### src/rtl/fetch_pkg.sv
// Shared types and helpers for the instruction fetch unit.
package fetch_pkg;

  localparam logic [31:0] RESET_PC_DEFAULT = 32'h0000_0000;

  // Largest supported buffer / outstanding-read depth; storage is sized to this.
  localparam int unsigned MAX_DEPTH = 4;

  typedef enum logic {
    RUN   = 1'b0,
    DRAIN = 1'b1
  } fetch_state_e;

  typedef struct packed {
    logic [31:0] pc;
    logic [31:0] instr;
  } fetch_entry_t;

  // Slot index into a MAX_DEPTH-entry array.
  typedef logic [1:0] slot_t;

  // Occupancy / credit counter, 0..MAX_DEPTH.
  typedef logic [2:0] cnt_t;

  function automatic logic [31:0] word_align(input logic [31:0] addr);
    return {addr[31:2], 2'b00};
  endfunction

  // Ring-pointer increment that wraps at the configured depth (need not be a power of two).
  function automatic slot_t slot_inc(input slot_t s, input int unsigned depth);
    return (s == slot_t'(depth - 1)) ? '0 : s + slot_t'(1);
  endfunction

endpackage

### src/rtl/fetch_fifo.sv
// Instruction buffer: small synchronous FIFO of {pc, instr} entries with flush.
module fetch_fifo
  import fetch_pkg::*;
#(
  parameter int unsigned DEPTH = 2
) (
  input  logic         clk,
  input  logic         reset,
  input  logic         push,
  input  fetch_entry_t push_data,
  input  logic         pop,
  input  logic         flush,
  output fetch_entry_t head,
  output cnt_t         count
);

  fetch_entry_t mem [MAX_DEPTH];
  slot_t        wr_ptr;
  slot_t        rd_ptr;
  cnt_t         count_q;

  // Pointer and occupancy bookkeeping; flush overrides a same-cycle push/pop.
  always_ff @(posedge clk or posedge reset) begin
    if (reset) begin
      wr_ptr  <= '0;
      rd_ptr  <= '0;
      count_q <= '0;
    end else if (flush) begin
      wr_ptr  <= '0;
      rd_ptr  <= '0;
      count_q <= '0;
    end else begin
      if (push) begin
        wr_ptr <= slot_inc(wr_ptr, DEPTH);
      end
      if (pop) begin
        rd_ptr <= slot_inc(rd_ptr, DEPTH);
      end
      count_q <= count_q + cnt_t'(push) - cnt_t'(pop);
    end
  end

  // Entry storage; cleared on reset so the head reads as zero.
  always_ff @(posedge clk or posedge reset) begin
    if (reset) begin
      for (int unsigned i = 0; i < MAX_DEPTH; i++) begin
        mem[i] <= '0;
      end
    end else if (push && !flush) begin
      mem[wr_ptr] <= push_data;
    end
  end

  assign head  = mem[rd_ptr];
  assign count = count_q;

endmodule

### src/rtl/fetch_unit.sv
// Instruction fetch unit: credit-limited sequential fetch with in-order
// responses, an instruction buffer, and redirect with stale-response discard.
module fetch_unit
  import fetch_pkg::*;
#(
  parameter logic [31:0] RESET_PC = RESET_PC_DEFAULT,
  parameter int unsigned DEPTH    = 2
) (
  input  logic        clk,
  input  logic        reset,
  output logic        mem_req,
  output logic [31:0] mem_addr,
  input  logic        mem_gnt,
  input  logic        mem_rvalid,
  input  logic [31:0] mem_rdata,
  output logic        instr_valid,
  output logic [31:0] instruction,
  output logic [31:0] instr_pc,
  input  logic        instr_ready,
  input  logic        redirect_valid,
  input  logic [31:0] redirect_pc
);

  localparam cnt_t DEPTH_CNT = cnt_t'(DEPTH);

  fetch_state_e state_q;
  fetch_state_e state_d;
  logic [31:0]  fetch_pc;
  cnt_t         outstanding;
  cnt_t         outstanding_d;
  cnt_t         discard_cnt;
  cnt_t         discard_d;
  cnt_t         occupancy;
  cnt_t         fifo_count;
  logic [31:0]  pcq [MAX_DEPTH];
  slot_t        pcq_wr;
  slot_t        pcq_rd;
  fetch_entry_t fifo_head;
  fetch_entry_t push_entry;
  logic         rsp;
  logic         keep;
  logic         accept;
  logic         pop;

  // Request credit, response classification and outstanding-count update.
  always_comb begin
    occupancy     = outstanding + fifo_count;
    rsp           = mem_rvalid && (outstanding != '0);
    keep          = rsp && (discard_cnt == '0);
    mem_req       = !reset && (state_q == RUN) && !redirect_valid && (occupancy < DEPTH_CNT);
    accept        = mem_req && mem_gnt;
    pop           = instr_valid && instr_ready && !redirect_valid;
    outstanding_d = outstanding + cnt_t'(accept) - cnt_t'(rsp);
    push_entry.pc    = pcq[pcq_rd];
    push_entry.instr = mem_rdata;
  end

  // Next state and discard count; redirect takes priority over everything else.
  always_comb begin
    state_d   = state_q;
    discard_d = discard_cnt;
    if (redirect_valid) begin
      // Everything still in flight after this edge belongs to the old stream.
      discard_d = outstanding_d;
      state_d   = (outstanding_d != '0) ? DRAIN : RUN;
    end else begin
      if (rsp && (discard_cnt != '0)) begin
        discard_d = discard_cnt - cnt_t'(1);
      end
      if ((state_q == DRAIN) && (discard_cnt == '0)) begin
        state_d = RUN;
      end
    end
  end

  // State, counters and fetch address registers.
  always_ff @(posedge clk or posedge reset) begin
    if (reset) begin
      state_q     <= RUN;
      fetch_pc    <= RESET_PC;
      outstanding <= '0;
      discard_cnt <= '0;
    end else begin
      state_q     <= state_d;
      outstanding <= outstanding_d;
      discard_cnt <= discard_d;
      if (redirect_valid) begin
        fetch_pc <= word_align(redirect_pc);
      end else if (accept) begin
        fetch_pc <= fetch_pc + 32'd4;
      end
    end
  end

  // Issue-pc queue pointers: one entry per outstanding read, retired in order.
  always_ff @(posedge clk or posedge reset) begin
    if (reset) begin
      pcq_wr <= '0;
      pcq_rd <= '0;
    end else begin
      if (accept) begin
        pcq_wr <= slot_inc(pcq_wr, DEPTH);
      end
      if (rsp) begin
        pcq_rd <= slot_inc(pcq_rd, DEPTH);
      end
    end
  end

  // Issue-pc storage; written on accept, only read while its read is outstanding.
  always_ff @(posedge clk) begin
    if (accept) begin
      pcq[pcq_wr] <= fetch_pc;
    end
  end

  fetch_fifo #(
    .DEPTH(DEPTH)
  ) u_fifo (
    .clk      (clk),
    .reset    (reset),
    .push     (keep),
    .push_data(push_entry),
    .pop      (pop),
    .flush    (redirect_valid),
    .head     (fifo_head),
    .count    (fifo_count)
  );

  assign mem_addr    = fetch_pc;
  assign instr_valid = (fifo_count != '0);
  assign instruction = fifo_head.instr;
  assign instr_pc    = fifo_head.pc;

endmodule

### config.mk
export PLATFORM = sky130hd
export DESIGN_NAME = fetch_unit
export DESIGN_NICKNAME = d
export VERILOG_FILES = /design/src/rtl/fetch_pkg.sv /design/src/rtl/fetch_fifo.sv /design/src/rtl/fetch_unit.sv
export SDC_FILE = /design/constraint.sdc
export NUM_CORES = 1
export LEC_CHECK = 0
export BUFFER_PORTS_ARGS = -buffer_cell sky130_fd_sc_hd__buf_2
export CORE_MARGIN = 2
export CORE_UTILIZATION = 40
export CTS_BUF_LIST = sky130_fd_sc_hd__clkbuf_4 sky130_fd_sc_hd__clkbuf_8
export CTS_CLUSTER_DIAMETER = 150
export DETAILED_ROUTE_END_ITERATION = 16
export PLACE_DENSITY = 0.72
export SYNTH_ARGS = -nofsm -noshare
export SYNTH_HDL_FRONTEND = slang
export SYNTH_HIERARCHICAL = 1
export SYNTH_SLANG_ARGS = --single-unit
### constraint.sdc
create_clock -name clk -period 7.8 [get_ports clk]
set_input_delay 0.78 -clock clk [delete_from_list [all_inputs] [get_ports clk]]
set_output_delay 0.78 -clock clk [all_outputs]
set_load 0.01 [all_outputs]
* Word level (Yosys, flattened, before mapping) *
Memory sizes are Yosys's and may differ from the RTL's.
Cells that the tools add are included.
Widths: inputs -> output; s select.

cells by class
  bitwise gates (word level) = 3
  eq/ne operators = 4
  reductions and logical operators = 24
  multiplexer cells = 24
  add/sub/neg operators = 11
  $lt $le $gt $ge = 4

operators by type and width
  operator               number
  $bwmux 256             1
  $mux 64                3
  $bmux 64 s2            1
  $demux 64 s2           1
  $mux 32                2
  $add 32x3->32 const B  1
  $mux 2                 8
  $logic_and 1x1->1      12
  $reduce_bool 3->1      4
  $reduce_bool 2->1      5
  $mux 3                 3
  $add 2x1->2 const B    4
  $eq 2x1->1 const B     4
  $add 3x1->3            2
  $ge 3x3->1 const B     2
  $not 2->3              2
  $sub 3x1->3            2
  $mux 1                 5
  $add 3x3->3            1
  $logic_not 3->1        1
  $lt 3x1->1 const B     1
  $lt 3x2->1 const B     1
  $sub 3x1->3 const B    1
  $logic_not 1->1        2
  $not 1->1              1

word-level totals
  RAM bits = 128
  memories kept = 1
  register bits after elaboration = 306

memories
  name  words  bits a word  rd ports  clocked after Yosys merged registers in  write ports  RTL line          RTL
  pcq   4      32           1         0                                        1            fetch_unit.sv:35  logic [31:0] pcq [MAX_DEPTH];

* Longest topological paths before layout *
  word-level depth = 10
  gate-level depth with buffers = 15
  mapped depth without buffers = 14

* Cells and area by module *
The synthesis kept the hierarchy.

modules (own cells, without submodules)
  module      cells an instance  times used  area an instance (µm²)
  fetch_fifo  649                1           11727.5
  fetch_unit  445                1           6816.5

* Worst setup path before layout *
OpenSTA, ideal clock, no wires.

  path type = register to register
  start = register outstanding[1]
  end = memory pcq[2][10], enable pin
  path buffers = 1
  stages on the path, launching flop included = 8
  period minus slack after synthesis = 4.861 ns
  arrival = 4.400 ns
  required time = 7.339 ns
  setup slack = 2.939 ns
  cell sequence = dfrtp_1 > inv_1 > fa_1 > or3b_2 > nor4b_4 > inv_2 > clkbuf_1 > nor3b_1

between the ends
  cells in the longest elaborated chain, start to end = 6

ends and longest elaborated chain
  element                       RTL line           RTL
  start, declared               fetch_unit.sv:29   cnt_t outstanding;
  start signal, assigned        fetch_unit.sv:85   outstanding <= outstanding_d;
  $add 3x3->3                   fetch_unit.sv:47   occupancy = outstanding + fifo_count;
  $lt 3x2->1                    fetch_unit.sv:50   mem_req = !reset && (state_q == RUN) && !redirect_valid && (occupancy < DEPTH_CNT);
  $logic_and 1x1->1             fetch_unit.sv:50
  $logic_and 1x1->1             fetch_unit.sv:51   accept = mem_req && mem_gnt;
  $mux 1                        fetch_unit.sv:112  if (accept) begin
  $mux 1 (implied by the code)  fetch_unit.sv:113  pcq[pcq_wr] <= fetch_pc;
  end, declared                 fetch_unit.sv:35

Every way passes these cells.

* Worst setup path in the final report *
  start = register outstanding[1]
  end = register state_q

between the ends
  cells in the longest elaborated chain, start to end = 9
  elaborated cells between the ends (all ways) = 11
  classes of those cells = add/sub: 3; order compare: 1; mux: 2; reduce/logical: 5

ends and longest elaborated chain
  element               RTL line          RTL
  $add 3x3->3           fetch_unit.sv:47
  $lt 3x2->1            fetch_unit.sv:50
  $logic_and 1x1->1     fetch_unit.sv:50
  $logic_and 1x1->1     fetch_unit.sv:51
  $add 3x1->3           fetch_unit.sv:53  outstanding_d = outstanding + cnt_t'(accept) - cnt_t'(rsp);
  $sub 3x1->3 *         fetch_unit.sv:53
  via outstanding_d[2]  fetch_unit.sv:30  cnt_t outstanding_d;
  $reduce_bool 3->1 *   fetch_unit.sv:65  state_d = (outstanding_d != '0) ? DRAIN : RUN;
  $mux 1 *              fetch_unit.sv:65
  $mux 1 *              fetch_unit.sv:62  if (redirect_valid) begin
  end signal, assigned  fetch_unit.sv:84  state_q <= state_d;
  end, declared         fetch_unit.sv:26  fetch_state_e state_q;

The timed path passes the listed nets; every way through them passes the cells marked *.
A chain may end at the register's enable or synchronous reset.

==> metrics <==
post-synthesis cell area=about 0.019 mm^2; Post-synth EDFFs=120; 1st-pass router iterations=5; CTS-repair resized insts=0; Post-CTS Setup Bufs=0; cell taking the most area after synthesis=dfrtp_1; CORE AREA=0.0456 mm^2; wire per inst=a little over 20 um; commonest non-fill, non-tap cells in the layout=dfrtp_1 (300), mux2_2 (196), buf_2 (163), edfxtp_1 (120), mux4_2 (94); end-of-flow core utilization=0.471; Main synth FF type=dfrtp_1; Buf+Inv Stages, Crit Path=4; clock sink count=around 420; die height=approximately 220 um; die area=roughly 0.048 mm^2; Net Sw Frac=0.282; Seq pwr share=0.446; Placer Congestion=~0.85; Max Slew Vio Count=0; Worst-path clk slew=around 0.06 ns; HPWL after DPL=~24000 um; Worst-Margin Slew=1.09 ns; proportion of synthesized area in mux cells=0.284; Max rail drop VDD=approximately 180 uV; Synth Area in Compound Gates=0.0252; Pwr Density=301 mW/mm^2; Post-route DRC=0; power share of the combinational group=0.222; crit-path leading delay family=adder cells; top-area cell type share of the netlist area=0.410; final hold vios=0; fin crit share=0.597; RSZ-0062 raised after global routing=no; number of synthesis warnings=6; Placement Setup Slack=3.18 ns; I/O Pins=approximately 170; Pleak=9.25 nW; setup_tns=0 ns; commonest non-fill, non-tap cell in the layout=dfrtp_1; first-pass GRT wire length=about 62000 um; XOR/XNOR Fraction of Synth Area=0.00668; CTS root buf=clkbuf_8; cell area after layout=0.0215 mm^2; number of fill cells=3875; clock share of power=0.332; pin count of the biggest net entering global routing=170; critical-path cell list=inv_1 > fa_1 > or3b_2 > nor4b_4 > inv_2 > ha_1 > inv_1 > ha_1 > inv_1 > fa_1 > xnor2_1 > xnor2_1 > o31ai_1 > o21ai_0; largest family of logic cells by synthesized area=multiplexers; Num CTS Buffers=75; vias in the first global route=11123; P_int=~4.6 mW; Slowest cell on crit path=nor4b_4; Initial Util=0.407; distinct cell type count after synthesis=54; width of the die=roughly 220 um; Yosys reg bits=roughly 420; DP Area=slightly below 0.02 mm^2; initial antenna violation count=0; Area Growth Syn to Fin=15.7%; cts hold-fix bufs=0; Max Cap Viol=0; final WL=between 30000 and 40000 um; Ant. Diodes=0; Worst Hold Class=input pin to async pin; GRT Util Overall=0.168; Core Rows=78; ANT nets after route=0; Worst Path Arrival=between 5 and 6 ns; Req. time, crit path=8.29 ns; relative slew slack=0.277; Max Clk Rate=around 210 MHz; Synth area leaders=dfrtp_1 (41%), edfxtp_1 (19%), mux2_2 (12%); status=finished clean; Clock Skew=0.0265 ns; DRT iter0 DRCs=about 700; hold_ws=roughly 0.18 ns; Critical Path Max Stage Delay=about 0.7 ns; adder-cell share of the synthesized area=0.00796; setup violators final=0; crit-path max FO=42; crit path kind=flip-flop to flip-flop; Seq/Total Area, Yosys=0.605; Switch Pwr=approximately 1.8 mW; CP Capture Type=flip-flop; most used cell, CP=inv_1; IO Port Bufs=163; grt ovf=0; Synth Area in Simple Gates=0.0410; Nets=around 1400; ys async rst share=0.717; fraction of layout cells with a size suffix above 1=0.502; CTS tree=yes; total number of vias=10587; CTS max path bufs=3; Final Worst Setup Slack=between 3 and 4 ns; CTS H-tree lvls=3; worst skew pair latency=between 0.6 and 0.7 ns; syn_area_per_cell=between 15 and 20 um^2; drt via density=~5.4; Syn Inst Count=1094; Setup crit start kind=flip-flop; Period minus WS final=~4.7 ns
final cells by class:
type                       count  area (um^2)  area share
sequential                   424        11200       0.523
multi-input combinational    596         6830       0.319
clock buffer                 123         1510      0.0702
timing repair buffer         180          956      0.0446
tap                          600          751      0.0350
clock inverter                16          114     0.00531
inverter                      19         75.1     0.00350
synth_stat cells, drive strengths merged, types with 2 or more instances:
master / instances
dfrtp: 304
mux2: 256
edfxtp: 120
mux4: 94
buf: 54
nand2: 47
nor2: 25
nand3: 20
inv: 19
o21ai: 17
nand4: 13
o311ai: 13
clkbuf: 10
o211ai: 9
nor3: 8
ha: 7
and3: 6
xnor2: 6
and2: 5
a21oi: 4
a221o: 4
a31oi: 4
a32oi: 4
mux2i: 4
nor4: 4
or3: 4
a211oi: 3
fa: 3
nor3b: 3
xor2: 3
a21boi: 2
nand2b: 2
nor4b: 2
o221ai: 2
xnor3: 2
layer usage:
metal | up-vias | GRT usage | part of all wire
met1 | 5566 | 0.227 | 0.44
met4 | 0 | 0.0617 | 0.021
met3 | 64 | 0.0398 | 0.069
met5 | - | 0 | 0
met2 | 357 | 0.265 | 0.47
li1 | 4600 | - | -
worst paths after layout:
| check | startpoint | endpoint | slack, ns | cells after the start |
|---|---|---|---|---|
| min in group clk | redirect_pc[30] | mem_addr[30] | 0.35 | 3 |
| setup reg to reg | outstanding[1] | state_q | 3.14 | 14 |
| hold reg to reg | u_fifo/mem[37] | u_fifo/mem[37] | 0.50 | 1 |
| hold / removal | reset | u_fifo/count[0] | 0.18 | 2 |
| setup / recovery | outstanding[1] | state_q | 3.14 | 14 |
| max in group asynchronous | reset | u_fifo/mem[153] | 6.28 | 3 |
per-stage QoR:
stage,power (mW),instances
4_1_cts,6.56,1958
2_1_floorplan,3.86,1103
6_report,6.46,1958
3_5_place_dp,4.37,1819
3_3_place_gp,4.31,1819
5_1_grt,6.80,1958
power by group through the flow:
stage          Combinational (mW)  Clock, mW  Sequential [mW]
2_1_floorplan                1.05          0             2.81
3_3_place_gp                 1.41          0             2.89
3_5_place_dp                 1.45          0             2.92
4_1_cts                      1.46       2.22             2.88
5_1_grt                      1.56       2.32             2.93
6_report                     1.43       2.15             2.88
worst register-to-register path: stages, from the launching register on:
cell and delay, ns:
dfrtp_1 0.45, inv_1 0.09, fa_1 0.54, or3b_2 0.51, nor4b_4 0.72, inv_2 0.51, ha_1 0.44, inv_1 0.05
ha_1 0.13, inv_1 0.05, fa_1 0.39, xnor2_1 0.15, xnor2_1 0.18, o31ai_1 0.19, o21ai_0 0.11
cells by family after synthesis:
| group | count (synthesis) |
|---|---|
| flops | 424 |
| mux | 354 |
| simple gates | 146 |
| buf+inv | 83 |
| compound gates | 65 |
| xor+xnor | 11 |
| fa+ha+maj | 10 |
| other cells | 1 |
sequential cells by signal, summed over array words and instances (netlist names):
signal,count
pcq,120
pcq_rd,2
discard_cnt,3
pcq_wr,2
mem_addr,30
u_fifo/wr_ptr,2
u_fifo/count,3
u_fifo/mem,256
u_fifo/rd_ptr,2
state_q,1
outstanding,3
Power figures use the tool's default switching activity.
